--- config.mk ---
export PLATFORM = sky130hd
export DESIGN_NAME = rwave_peak_scan_flat
export DESIGN_NICKNAME = d
export VERILOG_FILES = /design/src/rtl/rwave_peak_scan_pkg.sv /design/src/rtl/rwave_peak_scan_if.sv /design/src/rtl/rwave_peak_scan_extremum_tracker.sv /design/src/rtl/rwave_peak_scan.sv /design/src/flat_wrapper.sv
export SDC_FILE = /design/constraint.sdc
export NUM_CORES = 1
export LEC_CHECK = 0
export CAP_MARGIN = 20
export CORE_MARGIN = 2
export CORE_UTILIZATION = 45
export CTS_CLUSTER_DIAMETER = 80
export DETAILED_ROUTE_END_ITERATION = 6
export PLACE_DENSITY = 0.69
export SLEW_MARGIN = 20
export SYNTH_ARGS = -nofsm -noshare
export SYNTH_HDL_FRONTEND = slang
export SYNTH_SLANG_ARGS = --single-unit
--- constraint.sdc ---
create_clock -name clk -period 14.2 [get_ports clk]
set_input_delay 2.84 -clock clk [delete_from_list [all_inputs] [get_ports clk]]
set_output_delay 2.84 -clock clk [all_outputs]
set_load 0.02 [all_outputs]
--- src/rtl/rwave_peak_scan_pkg.sv ---
// Shared definitions for the R-wave peak scanner: FSM encodings and size defaults.
// The upstream sample memory is built with the same DEPTH.
package rwave_peak_scan_pkg;

  localparam int unsigned DATA_W_DEF = 16;   // signed sample width
  localparam int unsigned IDX_W_DEF  = 10;   // index / window length width
  localparam int unsigned DEPTH_DEF  = 800;  // FIFO depth, upper clamp for the window

  typedef enum logic [1:0] {
    ST_IDLE = 2'd0,
    ST_SCAN = 2'd1,
    ST_DONE = 2'd2
  } state_e;

endpackage

--- src/rtl/rwave_peak_scan_if.sv ---
// Control, FIFO-tap and result signals of the peak scanner.
//   master : controller/FIFO side (drives Enable, start, modes, win_len, r_thresh, tap1/tap2)
//   slave  : the scanner (drives stop1/stop2, busy, done and the result fields)
interface rwave_peak_scan_if
  import rwave_peak_scan_pkg::*;
#(
  parameter int unsigned DATA_W = DATA_W_DEF,
  parameter int unsigned IDX_W  = IDX_W_DEF
);
  logic                     Enable;
  logic                     start;
  logic                     serial_mode;
  logic                     parallel_mode;
  logic [IDX_W-1:0]         win_len;
  logic signed [DATA_W-1:0] r_thresh;
  logic signed [DATA_W-1:0] tap1;
  logic signed [DATA_W-1:0] tap2;
  logic                     stop1;
  logic                     stop2;
  logic                     busy;
  logic                     done;
  logic                     r_valid;
  logic signed [DATA_W-1:0] r_amp;
  logic [IDX_W-1:0]         r_idx;
  logic signed [DATA_W-1:0] s_amp;
  logic [IDX_W-1:0]         s_idx;

  modport master (
    output Enable, start, serial_mode, parallel_mode, win_len, r_thresh, tap1, tap2,
    input  stop1, stop2, busy, done, r_valid, r_amp, r_idx, s_amp, s_idx
  );

  modport slave (
    input  Enable, start, serial_mode, parallel_mode, win_len, r_thresh, tap1, tap2,
    output stop1, stop2, busy, done, r_valid, r_amp, r_idx, s_amp, s_idx
  );
endinterface

--- src/rtl/rwave_peak_scan_extremum_tracker.sv ---
// Running extremum (max when FIND_MAX, else min) of a signed sample stream with its index.
// Ports: clk, Reset (async, active-high); load forces the current sample in, update allows a
// strict improvement; best_c/best_idx_c are the values including the current sample, so the
// caller can capture the final result on the same edge as the last sample.
module rwave_peak_scan_extremum_tracker
  import rwave_peak_scan_pkg::*;
#(
  parameter int unsigned DATA_W   = DATA_W_DEF,
  parameter int unsigned IDX_W    = IDX_W_DEF,
  parameter bit          FIND_MAX = 1'b1
) (
  input  logic                     clk,
  input  logic                     Reset,
  input  logic                     load,
  input  logic                     update,
  input  logic signed [DATA_W-1:0] sample,
  input  logic [IDX_W-1:0]         idx,
  output logic signed [DATA_W-1:0] best_c,
  output logic [IDX_W-1:0]         best_idx_c
);

  logic signed [DATA_W-1:0] best_q;
  logic [IDX_W-1:0]         best_idx_q;
  logic                     better;

  // Strict compare: ties keep the earliest index.
  always_comb begin
    better     = FIND_MAX ? (sample > best_q) : (sample < best_q);
    best_c     = best_q;
    best_idx_c = best_idx_q;
    if (load || (update && better)) begin
      best_c     = sample;
      best_idx_c = idx;
    end
  end

  always_ff @(posedge clk or posedge Reset) begin
    if (Reset) begin
      best_q     <= '0;
      best_idx_q <= '0;
    end else begin
      best_q     <= best_c;
      best_idx_q <= best_idx_c;
    end
  end

endmodule

--- src/rtl/rwave_peak_scan.sv ---
// R-wave peak scanner. Shifts FIFO A (and B in parallel mode) once per cycle over a window and
// reports the max of tap1 (R-peak) and the min of tap2 (S-trough) with first-occurrence indices.
// Ports: clk, Reset (async, active-high), bus (slave modport of rwave_peak_scan_if).
module rwave_peak_scan
  import rwave_peak_scan_pkg::*;
#(
  parameter int unsigned DATA_W = DATA_W_DEF,
  parameter int unsigned IDX_W  = IDX_W_DEF,
  parameter int unsigned DEPTH  = DEPTH_DEF
) (
  input  logic             clk,
  input  logic             Reset,
  rwave_peak_scan_if.slave bus
);

  state_e                   state;
  logic [IDX_W-1:0]         len_q;
  logic [IDX_W-1:0]         idx_q;
  logic signed [DATA_W-1:0] thresh_q;
  logic                     par_q;
  logic                     stop1_q, stop2_q, busy_q, done_q, r_valid_q;
  logic signed [DATA_W-1:0] r_amp_q, s_amp_q;
  logic [IDX_W-1:0]         r_idx_q, s_idx_q;

  logic [IDX_W-1:0]         len_clamped;
  logic                     in_scan, first, last, go, par_sel;
  logic signed [DATA_W-1:0] max_val, min_val;
  logic [IDX_W-1:0]         max_idx, min_idx;

  // Window length clamped to 1..DEPTH.
  always_comb begin
    len_clamped = bus.win_len;
    if (bus.win_len == '0) begin
      len_clamped = IDX_W'(1);
    end else if (bus.win_len > IDX_W'(DEPTH)) begin
      len_clamped = IDX_W'(DEPTH);
    end
  end

  assign in_scan = (state == ST_SCAN);
  assign first   = in_scan && (idx_q == '0);
  assign last    = (idx_q == len_q - IDX_W'(1));
  assign go      = bus.start && bus.Enable && (bus.serial_mode || bus.parallel_mode);
  assign par_sel = bus.parallel_mode && !bus.serial_mode;

  rwave_peak_scan_extremum_tracker #(.DATA_W(DATA_W), .IDX_W(IDX_W), .FIND_MAX(1'b1)) u_max (
    .clk        (clk),
    .Reset      (Reset),
    .load       (first),
    .update     (in_scan),
    .sample     (bus.tap1),
    .idx        (idx_q),
    .best_c     (max_val),
    .best_idx_c (max_idx)
  );

  rwave_peak_scan_extremum_tracker #(.DATA_W(DATA_W), .IDX_W(IDX_W), .FIND_MAX(1'b0)) u_min (
    .clk        (clk),
    .Reset      (Reset),
    .load       (first && par_q),
    .update     (in_scan && par_q),
    .sample     (bus.tap2),
    .idx        (idx_q),
    .best_c     (min_val),
    .best_idx_c (min_idx)
  );

  // FSM, index counter, latches and result registers. Results are captured on the
  // last-sample edge so they appear together with the done pulse.
  always_ff @(posedge clk or posedge Reset) begin
    if (Reset) begin
      state     <= ST_IDLE;
      len_q     <= '0;
      idx_q     <= '0;
      thresh_q  <= '0;
      par_q     <= 1'b0;
      stop1_q   <= 1'b0;
      stop2_q   <= 1'b0;
      busy_q    <= 1'b0;
      done_q    <= 1'b0;
      r_valid_q <= 1'b0;
      r_amp_q   <= '0;
      r_idx_q   <= '0;
      s_amp_q   <= '0;
      s_idx_q   <= '0;
    end else begin
      done_q <= 1'b0;
      case (state)
        ST_IDLE: begin
          if (go) begin
            state    <= ST_SCAN;
            len_q    <= len_clamped;
            thresh_q <= bus.r_thresh;
            par_q    <= par_sel;
            idx_q    <= '0;
            stop1_q  <= 1'b1;
            stop2_q  <= par_sel;
            busy_q   <= 1'b1;
          end
        end
        ST_SCAN: begin
          if (!bus.Enable) begin
            state   <= ST_IDLE;
            stop1_q <= 1'b0;
            stop2_q <= 1'b0;
            busy_q  <= 1'b0;
          end else if (last) begin
            state     <= ST_DONE;
            stop1_q   <= 1'b0;
            stop2_q   <= 1'b0;
            done_q    <= 1'b1;
            r_amp_q   <= max_val;
            r_idx_q   <= max_idx;
            r_valid_q <= (max_val >= thresh_q);
            if (par_q) begin
              s_amp_q <= min_val;
              s_idx_q <= min_idx;
            end
          end else begin
            idx_q <= idx_q + IDX_W'(1);
          end
        end
        ST_DONE: begin
          state  <= ST_IDLE;
          busy_q <= 1'b0;
        end
        default: begin
          state   <= ST_IDLE;
          stop1_q <= 1'b0;
          stop2_q <= 1'b0;
          busy_q  <= 1'b0;
        end
      endcase
    end
  end

  assign bus.stop1   = stop1_q;
  assign bus.stop2   = stop2_q;
  assign bus.busy    = busy_q;
  assign bus.done    = done_q;
  assign bus.r_valid = r_valid_q;
  assign bus.r_amp   = r_amp_q;
  assign bus.r_idx   = r_idx_q;
  assign bus.s_amp   = s_amp_q;
  assign bus.s_idx   = s_idx_q;

endmodule
--- src/flat_wrapper.sv ---
// flat-port wrapper written by rule: the top's interface ports become plain ports
module rwave_peak_scan_flat import rwave_peak_scan_pkg::*;
#(
  parameter int unsigned DATA_W = DATA_W_DEF,
  parameter int unsigned IDX_W  = IDX_W_DEF,
  parameter int unsigned DEPTH  = DEPTH_DEF
)
  (clk, Reset, bus_Enable, bus_start, bus_serial_mode, bus_parallel_mode, bus_win_len, bus_r_thresh, bus_tap1, bus_tap2, bus_stop1, bus_stop2, bus_busy, bus_done, bus_r_valid, bus_r_amp, bus_r_idx, bus_s_amp, bus_s_idx);
  rwave_peak_scan_if #(.DATA_W(DATA_W), .IDX_W(IDX_W)) bus_i ();
  input  logic clk;
  input  logic Reset;
  input wire logic [$bits(bus_i.Enable)-1:0] bus_Enable;
  input wire logic [$bits(bus_i.start)-1:0] bus_start;
  input wire logic [$bits(bus_i.serial_mode)-1:0] bus_serial_mode;
  input wire logic [$bits(bus_i.parallel_mode)-1:0] bus_parallel_mode;
  input wire logic [$bits(bus_i.win_len)-1:0] bus_win_len;
  input wire logic [$bits(bus_i.r_thresh)-1:0] bus_r_thresh;
  input wire logic [$bits(bus_i.tap1)-1:0] bus_tap1;
  input wire logic [$bits(bus_i.tap2)-1:0] bus_tap2;
  output wire logic [$bits(bus_i.stop1)-1:0] bus_stop1;
  output wire logic [$bits(bus_i.stop2)-1:0] bus_stop2;
  output wire logic [$bits(bus_i.busy)-1:0] bus_busy;
  output wire logic [$bits(bus_i.done)-1:0] bus_done;
  output wire logic [$bits(bus_i.r_valid)-1:0] bus_r_valid;
  output wire logic [$bits(bus_i.r_amp)-1:0] bus_r_amp;
  output wire logic [$bits(bus_i.r_idx)-1:0] bus_r_idx;
  output wire logic [$bits(bus_i.s_amp)-1:0] bus_s_amp;
  output wire logic [$bits(bus_i.s_idx)-1:0] bus_s_idx;
  assign bus_i.Enable = bus_Enable;
  assign bus_i.start = bus_start;
  assign bus_i.serial_mode = bus_serial_mode;
  assign bus_i.parallel_mode = bus_parallel_mode;
  assign bus_i.win_len = bus_win_len;
  assign bus_i.r_thresh = bus_r_thresh;
  assign bus_i.tap1 = bus_tap1;
  assign bus_i.tap2 = bus_tap2;
  assign bus_stop1 = bus_i.stop1;
  assign bus_stop2 = bus_i.stop2;
  assign bus_busy = bus_i.busy;
  assign bus_done = bus_i.done;
  assign bus_r_valid = bus_i.r_valid;
  assign bus_r_amp = bus_i.r_amp;
  assign bus_r_idx = bus_i.r_idx;
  assign bus_s_amp = bus_i.s_amp;
  assign bus_s_idx = bus_i.s_idx;
  rwave_peak_scan #(.DATA_W(DATA_W), .IDX_W(IDX_W), .DEPTH(DEPTH)) u_core (.clk(clk), .Reset(Reset), .bus(bus_i));
endmodule
==> impl_metrics.csv, run 1 <==
group,metric,value,unit
clock_network,clockBufferDepth,2,
yosys,synthesized_netlist_net_count,771,
grt,antenna_found_initial,0,
placed_design,hpwl,12200,um
yosys,synth_warnings,0,
yosys,post_synth.cell_area_avg,11.4,um^2
sta,max_slew_margin,36.0,%
power,totalPowerFinal,1890,uW
grt,grt_start_max_net_pins,79,
critical_path,critical_path_depth,15,
cells_and_area,layout-area-overhead-vs-synth,27.2,%
clock_network,tritoncts,"yes",
die,starting_utilization_of_the_core_area,45.6,%
cells_and_area,final_design_area_no_fill,9510,um^2
critical_path,timing.critical_path.required,14500,ps
grt,grt_util_all_layers,20.1,%
power,total_leakage_power,0.00453,uW
yosys,synth_largest_area_cell,"dfrtp_1",
sta,setup_tns,0,ps
critical_path,worst_path_largest_cell_delay,490,ps
yosys,synthesis.area,7470,um^2
critical_path,startpoint_class,"input pin",
detailed_routing,ant_nets,0,
critical_path,critical_path.slowest_cell,"nor4_1",
critical_path,r2r-end,"u_core.bus.r_valid",
yosys,synth_seq_area_share,49.5,%
yosys,synthTopCellsByArea,"dfrtp_1 (50%), mux2_2 (12%), ha_1 (8.4%)",
clock_network,postCtsSetupBuffers,0,
power,powerDensity,199,nW/um^2
clock_network,clock_h_tree_levels,4,
placed_design,finalWeightedCongestion,0.880,
cells_and_area,mostFrequentLayoutCell,"dfrtp_1",
die,rows,47,
detailed_routing,vias_per_instance,5.34,
detailed_routing,routed_length_per_placed_instance,16.7,um
yosys,area_share_of_the_largest_cell_type_after_synthesis,49.5,%
placed_design,port-buffer-count,120,
yosys,synthDistinctLibCells,53,
cells_and_area,antenna_cells_inserted,0,
power,power_frac_clock,23.7,%
cells_and_area,mostFrequentLayoutCells,"dfrtp_1 (148), clkdlybuf4s50_1 (120), mux2_2 (80), inv_1 (62), nand2_1 (61)",
sta,setup_repair_after_global_routing_missed_its_margin,"no",
detailed_routing,totalWireLength,17000,um
power,comb_power_share,42.7,%
yosys,number_of_flops_mapped_to_enable_cells_by_yosys,0,
power,worst_ir_drop_vdd,0.104,mV
grt,overflow,0,
critical_path,setup.worst_path.start,"bus_tap1[13]",
detailed_routing,detailed_router_iteration_count_before_antenna_repair,4,
die,io_pins,121,
clock_network,clk_pin_slew,60,ps
critical_path,type_of_the_worst_setup_path,"input pin to flip-flop",
run_status,status,"completed",
placed_design,placedInstanceArea,8900,um^2
power,switching_share,36.4,%
power,cell_internal_pwr,1200,uW
placed_design,dpl.cell_count,982,
critical_path,critPathTopFamily,"compound AO/OA/AOI/OAI gates",
sta,slew_violations,0,
flow_run,max_cap_violations,0,
yosys,synth_seq_cells,148,
sta,fmax,140,MHz
critical_path,worstPathCellList,"clkdlybuf4s50_1 > ha_1 > nand3_1 > nor4_1 > o21ai_0 > a31o_2 > o21ai_2 > buf_4 > mux2_2 > ha_1 > a2111oi_0 > o21ai_0 > a221oi_1 > mux2i_1 > a21oi_1",
cells_and_area,final_util,57.9,%
critical_path,worst_r2r_setup_slack,9530,ps
critical_path,crit_path_max_fanout,13,
clock_network,cts_root_buf,"clkbuf_16",
critical_path,arrival,7470,ps
critical_path,worstReg2RegStart,"u_core.u_max.best_q[14]",
clock_network,cts-resized-gates,0,
clock_network,clk-insertion-delay-late,420,ps
sta,skew,8.50,ps
die,design.die.area,17700,um^2
clock_network,holdBufCountCts,0,
detailed_routing,drc_errors,0,
cells_and_area,n_fill_cell,1316,
sta,tightestPinTransition,953,ps
yosys,async_reset_ff_share,100,%
clock_network,cts_num_sinks,148,
yosys,synth_top_flop_cell,"dfrtp_1",
critical_path,worst-path-buf-inv,2,
critical_path,critical_path.endpoint,"u_core.bus.r_valid",
critical_path,timing.critical_path.to_type,"flip-flop",
die,core_ar,16400,um^2
sta,final.period_utilization,50.5,%
sta,fin_crit,7160,ps
power,p_seq_share,33.5,%
min_path,hold_class,"flip-flop to flip-flop",
die,dieWidth,133,um
detailed_routing,total_number_of_vias,5419,
grt,grt_first_pass_wirelength,28200,um
die,vertical_die_dimension,133,um
grt,grt_pass1_vias,5593,
power,switchingPower,689,uW
detailed_routing,dr.first_iter.drc_count,307,
critical_path,reg2regPathDepth,15,
sta,hold_vio_cnt_final,0,
cells_and_area,layout_cells_sized_above_1,18.6,%
sta,setup_viol,0,
clock_network,tritoncts.num_buffers,17,
yosys,post_synthesis_cells,657,
cells_and_area,finalNetCount,896,
cells_and_area,layout.cells.non_filler,1014,
==> sequential cells by signal, indices dropped and copies added (netlist names), 16 cells and up <==
register,cells
u_core.bus.r_amp,16
u_core.bus.s_amp,16
u_core.thresh_q,16
u_core.u_max.best_q,16
u_core.u_min.best_q,16
==> metal layers <==
layer / up-vias / global-route usage (%) / wire length, um
met5: - / 0 / 0
met4: 0 / 7.05 / 280
met3: 21 / 6.25 / 1120
met2: 130 / 31.9 / 8080
met1: 2687 / 26.2 / 7510
li1: 2581 / - / -
==> cell usage after synthesis, drive strengths merged, types with 6 or more instances <==
cell type / instances
xnor2: 7
a21o: 8
nor2: 16
inv: 63
or4: 11
o211ai: 12
nand2: 62
a21oi: 21
a31oi: 6
nor2b: 7
buf: 11
mux2: 100
clkbuf: 10
nor3: 14
nand3: 12
mux2i: 7
ha: 50
o21ai: 36
nand4: 9
dfrtp: 148
==> power by group through the flow <==
stage,Combinational [uW],Sequential [uW],Clock [uW]
6_report,808,634,449
5_1_grt,903,650,478
4_1_cts,814,634,457
2_1_floorplan,537,653,0
3_3_place_gp,781,634,0
3_5_place_dp,806,639,0
==> area by class of cell <==
type | count | area, um^2 | share of cell area, %
Clock inverter | 8 | 98.8 | 1.04
Timing Repair Buffer | 127 | 1250 | 13.2
Inverter | 63 | 241 | 2.54
Clock buffer | 23 | 498 | 5.24
Sequential cell | 148 | 3700 | 39.0
Multi-Input combinational cell | 425 | 3440 | 36.1
Tap cell | 220 | 275 | 2.90
==> cells by family after synthesis <==
| group | Yosys count | synth area share, % |
|---|---|---|
| AO/OA/AOI/OAI | 103 | 8.62 |
| XOR/XNOR | 11 | 1.29 |
| adder cells (fa/ha/maj) | 50 | 8.37 |
| buffers and inverters | 84 | 4.65 |
| flip-flops | 148 | 49.5 |
| multiplexers | 107 | 17.0 |
| AND/OR/NAND/NOR | 154 | 10.5 |
==> worst reg2reg max path: cells and delay by family (launching register included) <==
family | cells | cell delay [ps]
AOI/OAI and AO/OA | 7 | 1970
muxes | 2 | 610
and+or+nand+nor | 2 | 630
adders and majority gates | 2 | 610
buffers and inverters | 2 | 390
DFF | 1 | 350
==> per-stage QoR <==
stage	worst slack, ps	hold slack, ps
after CTS	7070	501
after global routing	6760	512
after global placement	6940	476
after floorplan	7380	450
final	7040	498
after detailed placement	6670	488
==> worst min-delay path by stage <==
stage	endpoint	cells past startpoint	slack, ps	from
6_report	u_core.u_max.best_idx_q[0]	1	500	u_core.u_max.best_idx_q[0]
5_1_grt	u_core.u_max.best_idx_q[0]	1	510	u_core.u_max.best_idx_q[0]
4_1_cts	u_core.u_max.best_idx_q[5]	1	500	u_core.u_max.best_idx_q[5]
3_5_place_dp	u_core.u_max.best_idx_q[0]	1	490	u_core.u_max.best_idx_q[0]
3_3_place_gp	u_core.thresh_q[0]	2	480	u_core.thresh_q[0]
2_1_floorplan	u_core.thresh_q[0]	2	450	u_core.thresh_q[0]
(Power assumes the default switching activity.)
==> inputs of run 2 (changes only) <==
Settings changed: PLACE_DENSITY 0.69 to 0.72.
Clock period 14.2 ns to 6.1 ns, I/O delays scaled along.
==> impl_metrics.csv, run 2 (synthesized netlist as in run 1, its figures left out) <==
group,metric,value,unit
grt,grt_start_max_net_pins,102,
grt,grt_util_all_layers,20.8,%
critical_path,critical_path.slowest_cell,"clkdlybuf4s50_1",
power,worst_ir_drop_vdd,0.238,mV
clock_network,tritoncts.num_buffers,17,
sta,setup_tns,0,ps
cells_and_area,layout-area-overhead-vs-synth,28.3,%
die,core_ar,16400,um^2
cells_and_area,layout_cells_sized_above_1,18.8,%
critical_path,worst-path-buf-inv,2,
critical_path,crit_path_max_fanout,14,
clock_network,clock_h_tree_levels,4,
die,dieWidth,133,um
detailed_routing,totalWireLength,17800,um
power,total_leakage_power,0.00457,uW
placed_design,port-buffer-count,120,
clock_network,cts_num_sinks,148,
sta,hold_vio_cnt_final,0,
grt,grt_first_pass_wirelength,29300,um
cells_and_area,antenna_cells_inserted,0,
clock_network,cts_root_buf,"clkbuf_16",
critical_path,timing.critical_path.required,6400,ps
flow_run,max_cap_violations,0,
critical_path,arrival,5630,ps
min_path,hold_class,"flip-flop to flip-flop",
detailed_routing,vias_per_instance,5.43,
clock_network,cts-resized-gates,0,
grt,overflow,0,
sta,fin_crit,5320,ps
sta,final.period_utilization,87.3,%
die,starting_utilization_of_the_core_area,45.6,%
sta,max_slew_margin,34.4,%
detailed_routing,dr.first_iter.drc_count,427,
cells_and_area,finalNetCount,896,
die,io_pins,121,
detailed_routing,detailed_router_iteration_count_before_antenna_repair,4,
detailed_routing,routed_length_per_placed_instance,17.5,um
detailed_routing,drc_errors,0,
sta,slew_violations,0,
power,powerDensity,480,nW/um^2
sta,setup_viol,0,
critical_path,worstPathCellList,"clkdlybuf4s50_1 > ha_1 > nand3_1 > nor4_1 > o21ai_0 > a31o_2 > o21ai_2 > buf_4 > mux2_2 > ha_1 > and4_1 > a21oi_1 > nand2_1 > a221oi_1 > mux2i_1 > a21oi_1",
critical_path,timing.critical_path.to_type,"flip-flop",
cells_and_area,mostFrequentLayoutCell,"dfrtp_1",
placed_design,finalWeightedCongestion,0.866,
sta,setup_repair_after_global_routing_missed_its_margin,"no",
run_status,status,"completed",
die,vertical_die_dimension,133,um
sta,skew,7.01,ps
clock_network,holdBufCountCts,0,
placed_design,hpwl,12500,um
clock_network,clk_pin_slew,60,ps
clock_network,clk-insertion-delay-late,420,ps
sta,tightestPinTransition,977,ps
clock_network,tritoncts,"yes",
cells_and_area,final_design_area_no_fill,9590,um^2
grt,grt_pass1_vias,5774,
die,rows,47,
sta,fmax,188,MHz
clock_network,clockBufferDepth,2,
critical_path,worst_path_largest_cell_delay,430,ps
placed_design,placedInstanceArea,8910,um^2
cells_and_area,mostFrequentLayoutCells,"dfrtp_1 (148), clkdlybuf4s50_1 (120), mux2_2 (80), inv_1 (62), nand2_1 (61)",
detailed_routing,total_number_of_vias,5505,
critical_path,startpoint_class,"input pin",
die,design.die.area,17700,um^2
critical_path,type_of_the_worst_setup_path,"input pin to flip-flop",
grt,antenna_found_initial,0,
critical_path,critPathTopFamily,"compound AO/OA/AOI/OAI gates",
clock_network,postCtsSetupBuffers,0,
detailed_routing,ant_nets,0,
==> run 2: worst paths after layout <==
kind / from / to / slack, ps / cells after the start
worst min register to register: u_core.u_max.best_idx_q[4] / u_core.u_max.best_idx_q[4] / 490 / 1
worst min-delay path: u_core.u_max.best_idx_q[4] / u_core.u_max.best_idx_q[4] / 490 / 1
max in group asynchronous: Reset / u_core.thresh_q[14] / 3540 / 3
worst max register to register: u_core.u_max.best_q[13] / u_core.bus.r_valid / 1650 / 16
worst max-delay path: bus_tap1[13] / u_core.bus.r_valid / 780 / 16
min in group asynchronous: Reset / u_core.u_min.best_q[2] / 1360 / 2
==> run 2: area by class of cell <==
type / count / area, um^2
clock buffer: 20 / 457
sequential: 148 / 3700
fill: 1311 / 6820
clock inverter: 11 / 221
multi-input combinational: 425 / 3440
tap: 220 / 275
timing repair buffer: 127 / 1250
inverter: 63 / 241
==> run 2: where the power goes <==
group | leakage (uW) | internal [uW] | switching [uW] | total [uW]
combinational | 0.00230 | 872 | 1050 | 1920
sequential | 0.00194 | 1280 | 204 | 1490
clock | 0.000323 | 790 | 409 | 1200
total | 0.00457 | 2940 | 1660 | 4600
==> run 2: stage by stage <==
step	hold slack (ps)	total power, uW	std cells	util [%]	setup slack [ps]
5_1_grt	519	4910	1014	58.5	528
6_report	494	4600	1014	58.5	777
3_3_place_gp	477	3290	983	54.3	624
3_5_place_dp	484	3380	983	54.3	404
2_1_floorplan	450	2770	657	-	900
4_1_cts	497	4620	1014	58.4	802
==> run 2: per-layer routing <==
| metal | track usage (%) | routed length [um] | vias to the layer above |
|---|---|---|---|
| met5 | 0 | 0 | - |
| met4 | 6.63 | 317 | 0 |
| met3 | 6.09 | 1160 | 22 |
| met2 | 34.1 | 8660 | 164 |
| met1 | 26.5 | 7640 | 2747 |
| li1 | - | - | 2572 |
